[src/rtl/mp_add_pkg.sv]
// Shared definitions for the multi-precision serial adder.
//   WORD_W  : width of one adder word
//   state_t : sequencer states (IDLE, RUN, DONE)
package mp_add_pkg;

  localparam int WORD_W = 64;

  typedef enum logic [1:0] {
    IDLE = 2'd0,
    RUN  = 2'd1,
    DONE = 2'd2
  } state_t;

endpackage

[src/rtl/addition64.sv]
// Combinational 64-bit adder with carry in and carry out.
// Ports:
//   a, b      : 64-bit addends
//   carry_in  : carry into bit 0
//   sum       : 64-bit result
//   carry_out : carry out of bit 63
module addition64
  import mp_add_pkg::*;
(
  input  logic [WORD_W-1:0] a,
  input  logic [WORD_W-1:0] b,
  input  logic              carry_in,
  output logic [WORD_W-1:0] sum,
  output logic              carry_out
);

  assign {carry_out, sum} = {1'b0, a} + {1'b0, b} + {{WORD_W{1'b0}}, carry_in};

endmodule

[src/rtl/mp_add_serial.sv]
// Multi-precision serial adder/subtractor.
// Latches two WORDS*64-bit operands and pushes them through one addition64,
// one word per cycle starting with the least significant word, chaining the
// carry through a register.
// Ports:
//   clk, rst   : clock, synchronous active-high reset
//   start      : request, accepted only while ready=1
//   sub        : 0 add, 1 subtract (sampled with start)
//   a, b       : N-bit operands (sampled with start)
//   carry_in   : carry-in / borrow-in (sampled with start)
//   ready      : idle, a start will be accepted
//   done       : one-cycle pulse, sum/carry_out valid
//   sum        : N-bit result, held until the next accepted start
//   carry_out  : carry-out / borrow-out
//   dbg_state  : current sequencer state
//
// Handshake: a request transfers on a rising edge where start=1 and ready=1;
// start while ready=0 is ignored. The result is signalled by done=1 for one
// cycle, WORDS+1 cycles after the accepting edge; there is no back-pressure.
module mp_add_serial
  import mp_add_pkg::*;
#(
  parameter int WORDS = 4,
  localparam int N = WORD_W * WORDS
) (
  input  logic         clk,
  input  logic         rst,
  input  logic         start,
  input  logic         sub,
  input  logic [N-1:0] a,
  input  logic [N-1:0] b,
  input  logic         carry_in,
  output logic         ready,
  output logic         done,
  output logic [N-1:0] sum,
  output logic         carry_out,
  output state_t       dbg_state
);

  localparam int IDX_W = (WORDS > 1) ? $clog2(WORDS) : 1;
  localparam logic [IDX_W-1:0] LAST_IDX = IDX_W'(WORDS - 1);

  state_t                        state_q, state_d;
  logic [IDX_W-1:0]              idx_q, idx_d;
  logic                          carry_q, carry_d;
  logic                          sub_q, sub_d;
  logic [WORDS-1:0][WORD_W-1:0]  a_q, a_d;
  logic [WORDS-1:0][WORD_W-1:0]  b_q, b_d;
  logic [WORDS-1:0][WORD_W-1:0]  sum_q, sum_d;

  logic [WORD_W-1:0] add_a;
  logic [WORD_W-1:0] add_b;
  logic [WORD_W-1:0] add_sum;
  logic              add_co;

  // Subtraction is a + ~b + ~borrow_in: the carry register is seeded with
  // carry_in ^ sub, and the final carry is flipped back into a borrow.
  assign add_a = a_q[idx_q];
  assign add_b = sub_q ? ~b_q[idx_q] : b_q[idx_q];

  addition64 u_add (
    .a         (add_a),
    .b         (add_b),
    .carry_in  (carry_q),
    .sum       (add_sum),
    .carry_out (add_co)
  );

  always_comb begin
    state_d = state_q;
    idx_d   = idx_q;
    carry_d = carry_q;
    sub_d   = sub_q;
    a_d     = a_q;
    b_d     = b_q;
    sum_d   = sum_q;
    ready   = 1'b0;
    done    = 1'b0;
    case (state_q)
      IDLE: begin
        ready = 1'b1;
        if (start) begin
          a_d     = a;
          b_d     = b;
          sub_d   = sub;
          carry_d = carry_in ^ sub;
          idx_d   = '0;
          state_d = RUN;
        end
      end
      RUN: begin
        sum_d[idx_q] = add_sum;
        carry_d      = add_co;
        if (idx_q == LAST_IDX) begin
          idx_d   = '0;
          state_d = DONE;
        end else begin
          idx_d = idx_q + 1'b1;
        end
      end
      DONE: begin
        done    = 1'b1;
        state_d = IDLE;
      end
      default: state_d = IDLE;
    endcase
  end

  always_ff @(posedge clk) begin
    if (rst) begin
      state_q <= IDLE;
      idx_q   <= '0;
      carry_q <= 1'b0;
      sub_q   <= 1'b0;
      a_q     <= '0;
      b_q     <= '0;
      sum_q   <= '0;
    end else begin
      state_q <= state_d;
      idx_q   <= idx_d;
      carry_q <= carry_d;
      sub_q   <= sub_d;
      a_q     <= a_d;
      b_q     <= b_d;
      sum_q   <= sum_d;
    end
  end

  // carry_q and sub_q are frozen from DONE until the next accepted start,
  // so this stays stable over the whole result-valid window.
  assign carry_out = carry_q ^ sub_q;
  assign sum       = sum_q;
  assign dbg_state = state_q;

endmodule
[config.mk]
export PLATFORM = sky130hd
export DESIGN_NAME = mp_add_serial
export DESIGN_NICKNAME = d
export VERILOG_FILES = /design/src/rtl/mp_add_pkg.sv /design/src/rtl/addition64.sv /design/src/rtl/mp_add_serial.sv
export SDC_FILE = /design/constraint.sdc
export NUM_CORES = 2
export LEC_CHECK = 0
export CAP_MARGIN = 20
export CORE_AREA = 2 2 307 309
export DETAILED_ROUTE_END_ITERATION = 16
export DIE_AREA = 0 0 309 311
export SLEW_MARGIN = 20
export SYNTH_ARGS = -nofsm -noshare
export SYNTH_HDL_FRONTEND = slang
export SYNTH_SLANG_ARGS = --single-unit
[constraint.sdc]
create_clock -name clk -period 5.7 [get_ports clk]
set_input_delay 1.14 -clock clk [delete_from_list [all_inputs] [get_ports clk]]
set_output_delay 1.14 -clock clk [all_outputs]
set_load 0.02 [all_outputs]
Word level (Yosys, flattened, before mapping)
Cells that the tools add are included.

storage, ports and cells
  logic and storage cells = 53
  bits of input ports = 517
  bits in registers = 774
  output and inout port bits = 261

cells by class
  magnitude comparators = 2
  add/sub/neg operators = 3
  reductions and logical operators = 6
  mux-type cells = 18
  equal/unequal tests = 5
  bitwise operators = 3

operator list
  cell                   number
  $bmux W64 S2           2
  $bwmux W256            1
  $mux W64               4
  $demux W64 S2          1
  $add A64 B64 Y65       1
  $add A65 B1 Y65        1
  $not A64 Y64           1
  $mux W2                4
  $pmux W2 S2            2
  $reduce_and A2 Y1      3
  $eq A2 B2 Y1 const B   2
  $ne A2 B2 Y1 const B   2
  $lt A2 B3 Y1 const B   1
  $mux W1                3
  $add A2 B1 Y2 const B  1
  $eq A2 B1 Y1 const B   1
  $ge A2 B1 Y1 const B   1
  $logic_not A2 Y1       1
  $pmux W1 S2            1
  $reduce_bool A2 Y1     1
  $xor A1 B1 Y1          2
  $logic_and A1 B1 Y1    1

Depth between registers and ports, before layout
  depth after elaboration = 7
  depth in mapped cells = 16
  gate-level depth less buffers = 13

By module
Synthesis repeated with hierarchy kept, for this count alone.

unflattened totals
  cells, all modules = 4140
  area total of the unflattened synthesis = 33993.9 um2

by module, submodules not included
  module         seq. area each (um2)  area each (um2)  cells each  times used
  mp_add_serial  15494.9               30237.8          3603        1
  addition64     0.0                   3756.1           537         1

Least setup slack after synthesis
Ideal clock, no wire load.

  path kind = flip-flop to flip-flop
  start = register idx_q[0]
  end = register sum_q (netlist bit sum[122])
  arrival time = 4653 ps
  slack = 941 ps
  library setup time = 106 ps
  data required time = 5594 ps
  period minus slack after synthesis = 4759 ps
  path buffers = 3
  stages on the path, launching flop included = 17
  cells stage by stage = dfxtp_1 clkbuf_1 clkbuf_1 buf_1 mux4_2 inv_1 fa_1 fa_1 nand2b_1 a21oi_2 o211ai_2 a211oi_1 o211ai_2 a21oi_2 nor4_4 or4_1 o311ai_0

on the way
  longest elaborated chain between the ends = 7
  elaborated cells on any way between the ends = 14
  those cells by class = add/sub (2); order compare (2); mux (8); bitwise (1); reduce/logical (1)

ends and longest elaborated chain
  element                         line                  text
  start, declared                 mp_add_serial.sv:44   logic [IDX_W-1:0] idx_q, idx_d;
  start signal, assigned          mp_add_serial.sv:120  idx_q <= idx_d;
  $bmux W64 S2                    mp_add_serial.sv:59   assign add_b = sub_q ? ~b_q[idx_q] : b_q[idx_q];
  $mux W64 (not written as such)  mp_add_serial.sv:59
  $not A64 Y64                    mp_add_serial.sv:59
  $mux W64                        mp_add_serial.sv:59
  $add A64 B64 Y65                addition64.sv:17      assign {carry_out, sum} = {1'b0, a} + {1'b0, b} + {{WORD_W{1'b0}}, carry_in};
  $add A65 B1 Y65                 addition64.sv:17
  $bwmux W256 (*)                 mp_add_serial.sv:92   sum_d[idx_q] = add_sum;
  end signal, assigned            mp_add_serial.sv:125  sum_q <= sum_d;
  end, declared                   mp_add_serial.sv:49   logic [WORDS-1:0][WORD_W-1:0] sum_q, sum_d;

Mark *: on every way between the ends. The rest lies on a longest branch, timed or not. The select of a mux whose other input is x is not followed.
A chain may end at the register's enable or synchronous reset.

Worst setup path in the final report
  start = register idx_q[0]
  end = register sum_q (netlist bit sum[112])

Same word-level chain as after synthesis.

==> results.md <==
| Step | Metric | Reported |
|---|---|---|
| global routing | Grt total ovfl | 0 |
| timing | Fin Hold WS | 0.451 ns |
| worst setup path | Required time of the critical path | 6.28 ns |
| drt | Via-to-Cell Ratio | 5.30 |
| timing | Setup TNS after final layout | 0 ns |
| timing | Max Transition Viols Final | 0 |
| drt | Total via count after detailed routing | 32.7k |
| drt | Detail-routed net length per standard cell | 22.4 um |
| power and ir drop | Switching share of power | 0.292 |
| synthesis | Simple logic cell fraction of the synthesized area | 0.210 |
| final layout | Post-layout instance count excluding filler cells | 6170 |
| drt | Number of DRC markers after the initial detailed-route iteration | 2914 |
| floorplanning | Row count | 112 |
| synthesis | Avg Cell Area, Syn | 8.16 um^2 |
| worst setup path | Number of stages on the worst setup path | 12 |
| timing | Finish-stage setup viols | 0 |
| worst setup path | Buffers & Inverters on Critical Path | 1 |
| drt | Number of design rule violations left after detail routing | 0 |
| worst setup path | Startpoint Class | flop |
| final layout | Fraction of layout instances using a drive strength above 1 | 0.0743 |
| power and ir drop | Cell-internal power | 9900 uW |
| timing | Minimum clock period after layout | 5.03 ns |
| synthesis | Post-synth net total | 4830 |
| synthesis | Sequential cell area fraction in the yosys report | 0.447 |
| global routing | GR Util All Layers | 0.277 |
| timing | Worst max-slew margin expressed relative to the limit | 0.0982 |
| clock network | H-tree depth | 3 |
| worst setup path | Crit path capture type | flop |
| synthesis | Post-synth design cell area | 34600 um^2 |
| clock network | Setup bufs post-CTS | 0 |
| floorplanning | Core region area | 92800 um^2 |
| worst setup path | Slowest cell on the critical path | o31ai_1 |
| synthesis | Combinational family with the most area after synthesis | simple AND/OR/NAND/NOR gates |
| worst setup path | Worst reg-to-reg path cell count | 12 |
| timing | Max frequency | 199 MHz |
| placed design | Port-buffer cells | 777 |
| floorplanning | Boundary Pins | 778 |
| power and ir drop | Proportion of power drawn by combinational gates | 0.180 |
| worst setup path | Largest stage delay, worst path | 0.83 ns |
| synthesis | List of most frequent post-synthesis cells | nand2_1 (1418), dfxtp_1 (774), a21oi_1 (756) |
| synthesis | Post-synth top area share | 0.447 |
| placed design | Half-perimeter wire length after detailed placement | 103 mm |
| synthesis | Fraction of synthesized area in multiplexers | 0.0872 |
| timing | Final hold viol count | 0 |
| clock network | Clock transition at the register clock pins on the worst setup and hold paths after CTS | 0.06 ns |
| placed design | Worst slack, placed | 0.644 ns |
| power and ir drop | Pwr per Cell Area | 302 nW/um^2 |
| timing | Unrepaired setup endpoints after global routing | no |
| placed design | Number of cells in the design after placement | 6004 |
| timing | Worst Max-Slew Pin Slew | 1.35 ns |
| synthesis | Cell with the most instances after synthesis | nand2_1 |
| floorplanning | Starting density of the core | 0.373 |
| synthesis | Cell taking the most area after synthesis | dfxtp_1 |
| worst setup path | End point of the critical path | sum[112] |
| global routing | Initial antenna violation count | 35 |
| synthesis | Share of flip-flops with an asynchronous set or reset | 0 |
| timing | Final worst-path cycle share | 0.882 |
| synthesis | Number of enable-type register cells in the synthesized netlist | 0 |
| synthesis | Synthesis-stage register bit count | 774 |
| power and ir drop | Static leakage | 0.0172 uW |
| synthesis | Number of library cell types mapped by synthesis | 71 |
| power and ir drop | Net switching component of the power | 4090 uW |
| worst setup path | Top fanout value on the critical path | 33 |
| power and ir drop | Overall Power | 14000 uW |
| clock network | Cells resized by post-CTS repair | 0 |
| final layout | Fillcell total | 9086 |
| synthesis | Area fraction in compound gates after synthesis | 0.164 |
| synthesis | Adder-cell share of the synthesized area | 0.0254 |
| worst setup path | RR Endpoint | sum[112] |
| power and ir drop | Sequential fraction of design power | 0.419 |
| global routing | Via count of the first global-routing pass | 30.6k |
| worst setup path | Worst setup path class | flop to flop |
| clock network | CTS tree | yes |
| worst setup path | Register-to-register setup slack | 0.67 ns |
| global routing | Wire length of the first global-routing pass | 201 mm |
| power and ir drop | Max rail drop VDD | 209 uV |
| power and ir drop | Share of total power in the clock network | 0.401 |
| drt | Remaining number of nets flagged by the antenna check after routing | 0 |
| clock network | CTS Sinks | 774 |
| floorplanning | Die Width | 309 um |
| drt | First-pass detailed-route iteration total | 5 |
| worst setup path | Worst reg2reg path startpoint | idx_q[0] |
| worst setup path | Series of cell instances along the critical path | buf_12 -> mux4_2 -> xor2_1 -> ha_1 -> a211o_1 -> o211ai_2 -> a311oi_1 -> o31ai_1 -> nand2_1 -> xor2_1 -> nand2_1 -> a21oi_1 |
| worst setup path | Arrival time at the worst endpoint | 5.61 ns |
| synthesis | Number of warnings printed during yosys synthesis | 0 |
| clock network | Root buffer cell | clkbuf_16 |
| hold path | Hold crit path type | flop to flop |
| outcome | Outcome | finished, final reports clean |
| floorplanning | Floorplan die height | 311 um |
| synthesis | Most area-consuming cells after synthesis | dfxtp_1 (45%), nand2_1 (15%), a21oi_1 (11%) |
| final layout | Final net count | 5422 |
| clock network | Cts bufs inserted | 84 |
| final layout | Area added between synthesis and finish | 33.7% |
| timing | Worst clock skew | 0.0476 ns |
| floorplanning | Area of the die | 96100 um^2 |
| timing | Setup slack of the critical path after layout | 0.670 ns |
| hold path | Hold path startpoint | a_q[236] |
| global routing | Maximum number of pins on one net before global-route repair | 227 |
| placed design | Gp weighted congestion | 0.928 |
| clock network | Maximum buffer depth of the clock tree | 3 |
| clock network | Post-CTS Hold Fix Bufs | 0 |
| flow run | Max-cap violations | 0 |
| drt | Total Wirelength | 138 mm |
| clock network | Latest clock arrival within the worst-skew pair | 0.66 ns |
| synthesis | Xor/xnor share of the synthesized area | 0.0281 |
| synthesis | Number of standard cells after synthesis | 4244 |
| synthesis | Most frequently used flop master after synthesis | dfxtp_1 |
| worst setup path | Worst setup path startpoint | idx_q[0] |
| worst setup path | Cell family with most CP delay | compound AO/OA/AOI/OAI gates |
-- sequential cells by signal, summed over array words and instances (netlist names) --
signal and cells:
a_q 256, b_q 256, sum 256, dbg_state 2
idx_q 2, carry_q 1, sub_q 1
-- worst min-delay path by stage --
| stage | endpoint | slack, ns | cells after the start |
|---|---|---|---|
| global placement | b_q[112] | 0.44 | 2 |
| global route | b_q[174] | 0.46 | 2 |
| floorplan | a_q[100] | 0.43 | 2 |
| CTS | b_q[174] | 0.45 | 2 |
| detailed placement | b_q[174] | 0.44 | 2 |
| finish | a_q[236] | 0.45 | 2 |
-- area by class of cell --
cell class                      count  area (um^2)  share of cell area
Inverter                           26         97.6             0.00211
Timing Repair Buffer              833         8420               0.182
Clock inverter                     35          444             0.00959
Antenna cell                       17         42.5            0.000918
Sequential cell                   774        15500               0.335
Tap cell                         1254         1570              0.0339
Clock buffer                      114         2370              0.0513
Multi-Input combinational cell   3117        17900               0.386
-- metrics by stage --
stage	util	area, um^2
finish	0.499	46300
global route	0.499	46300
CTS	0.499	46300
detailed placement	0.468	43500
global placement	0.468	43500
floorplan	-	34600
-- layout by cell type (no fill, tap or decap), drive strengths merged, types with 16 or more instances in the layout --
master,count
inv,30
buf,57
a31oi,17
a21oi,758
nand3,109
nor2,110
nand4,36
o21ai,66
ha,67
or4,17
mux4,128
xor2,84
diode,17
a21o,36
a211oi,24
dfxtp,774
clkbuf,114
clkdlybuf4s50,776
clkinv,24
nor3,35
o21bai,16
nand2,1418
xnor2,27
-- worst min-delay path, stage by stage (launching register included) --
cell and delay [ns]:
dfxtp_1 0.30, nand2_1 0.05, a21oi_1 0.05
-- power groups by stage --
stage                     Clock, uW  Combinational, uW  Sequential (uW)
after floorplan                   0               1310             5960
after global placement            0               2500             5970
after detailed placement          0               2500             5970
after CTS                      5700               2510             5860
after global routing           5910               2720             5880
final                          5610               2520             5860
-- cells by family (layout without fill, tap and decap cells) --
group | after synthesis | after routing
DFF | 774 | 774
buffers and inverters | 353 | 1008
muxes | 142 | 142
xor gates and xnor gates | 111 | 111
other | 0 | 17
AOI/OAI and AO/OA | 1004 | 1004
and+or+nand+nor | 1791 | 1791
adders and majority gates | 69 | 69
-- routing by layer --
layer,vias to the layer above,share of wire,global-route usage
li1,15700,-,-
met2,1139,0.45,0.428
met4,36,0.023,0.0757
met1,15600,0.45,0.386
met5,-,0.0017,0
met3,187,0.079,0.0638
Power figures use the tool's default switching activity.
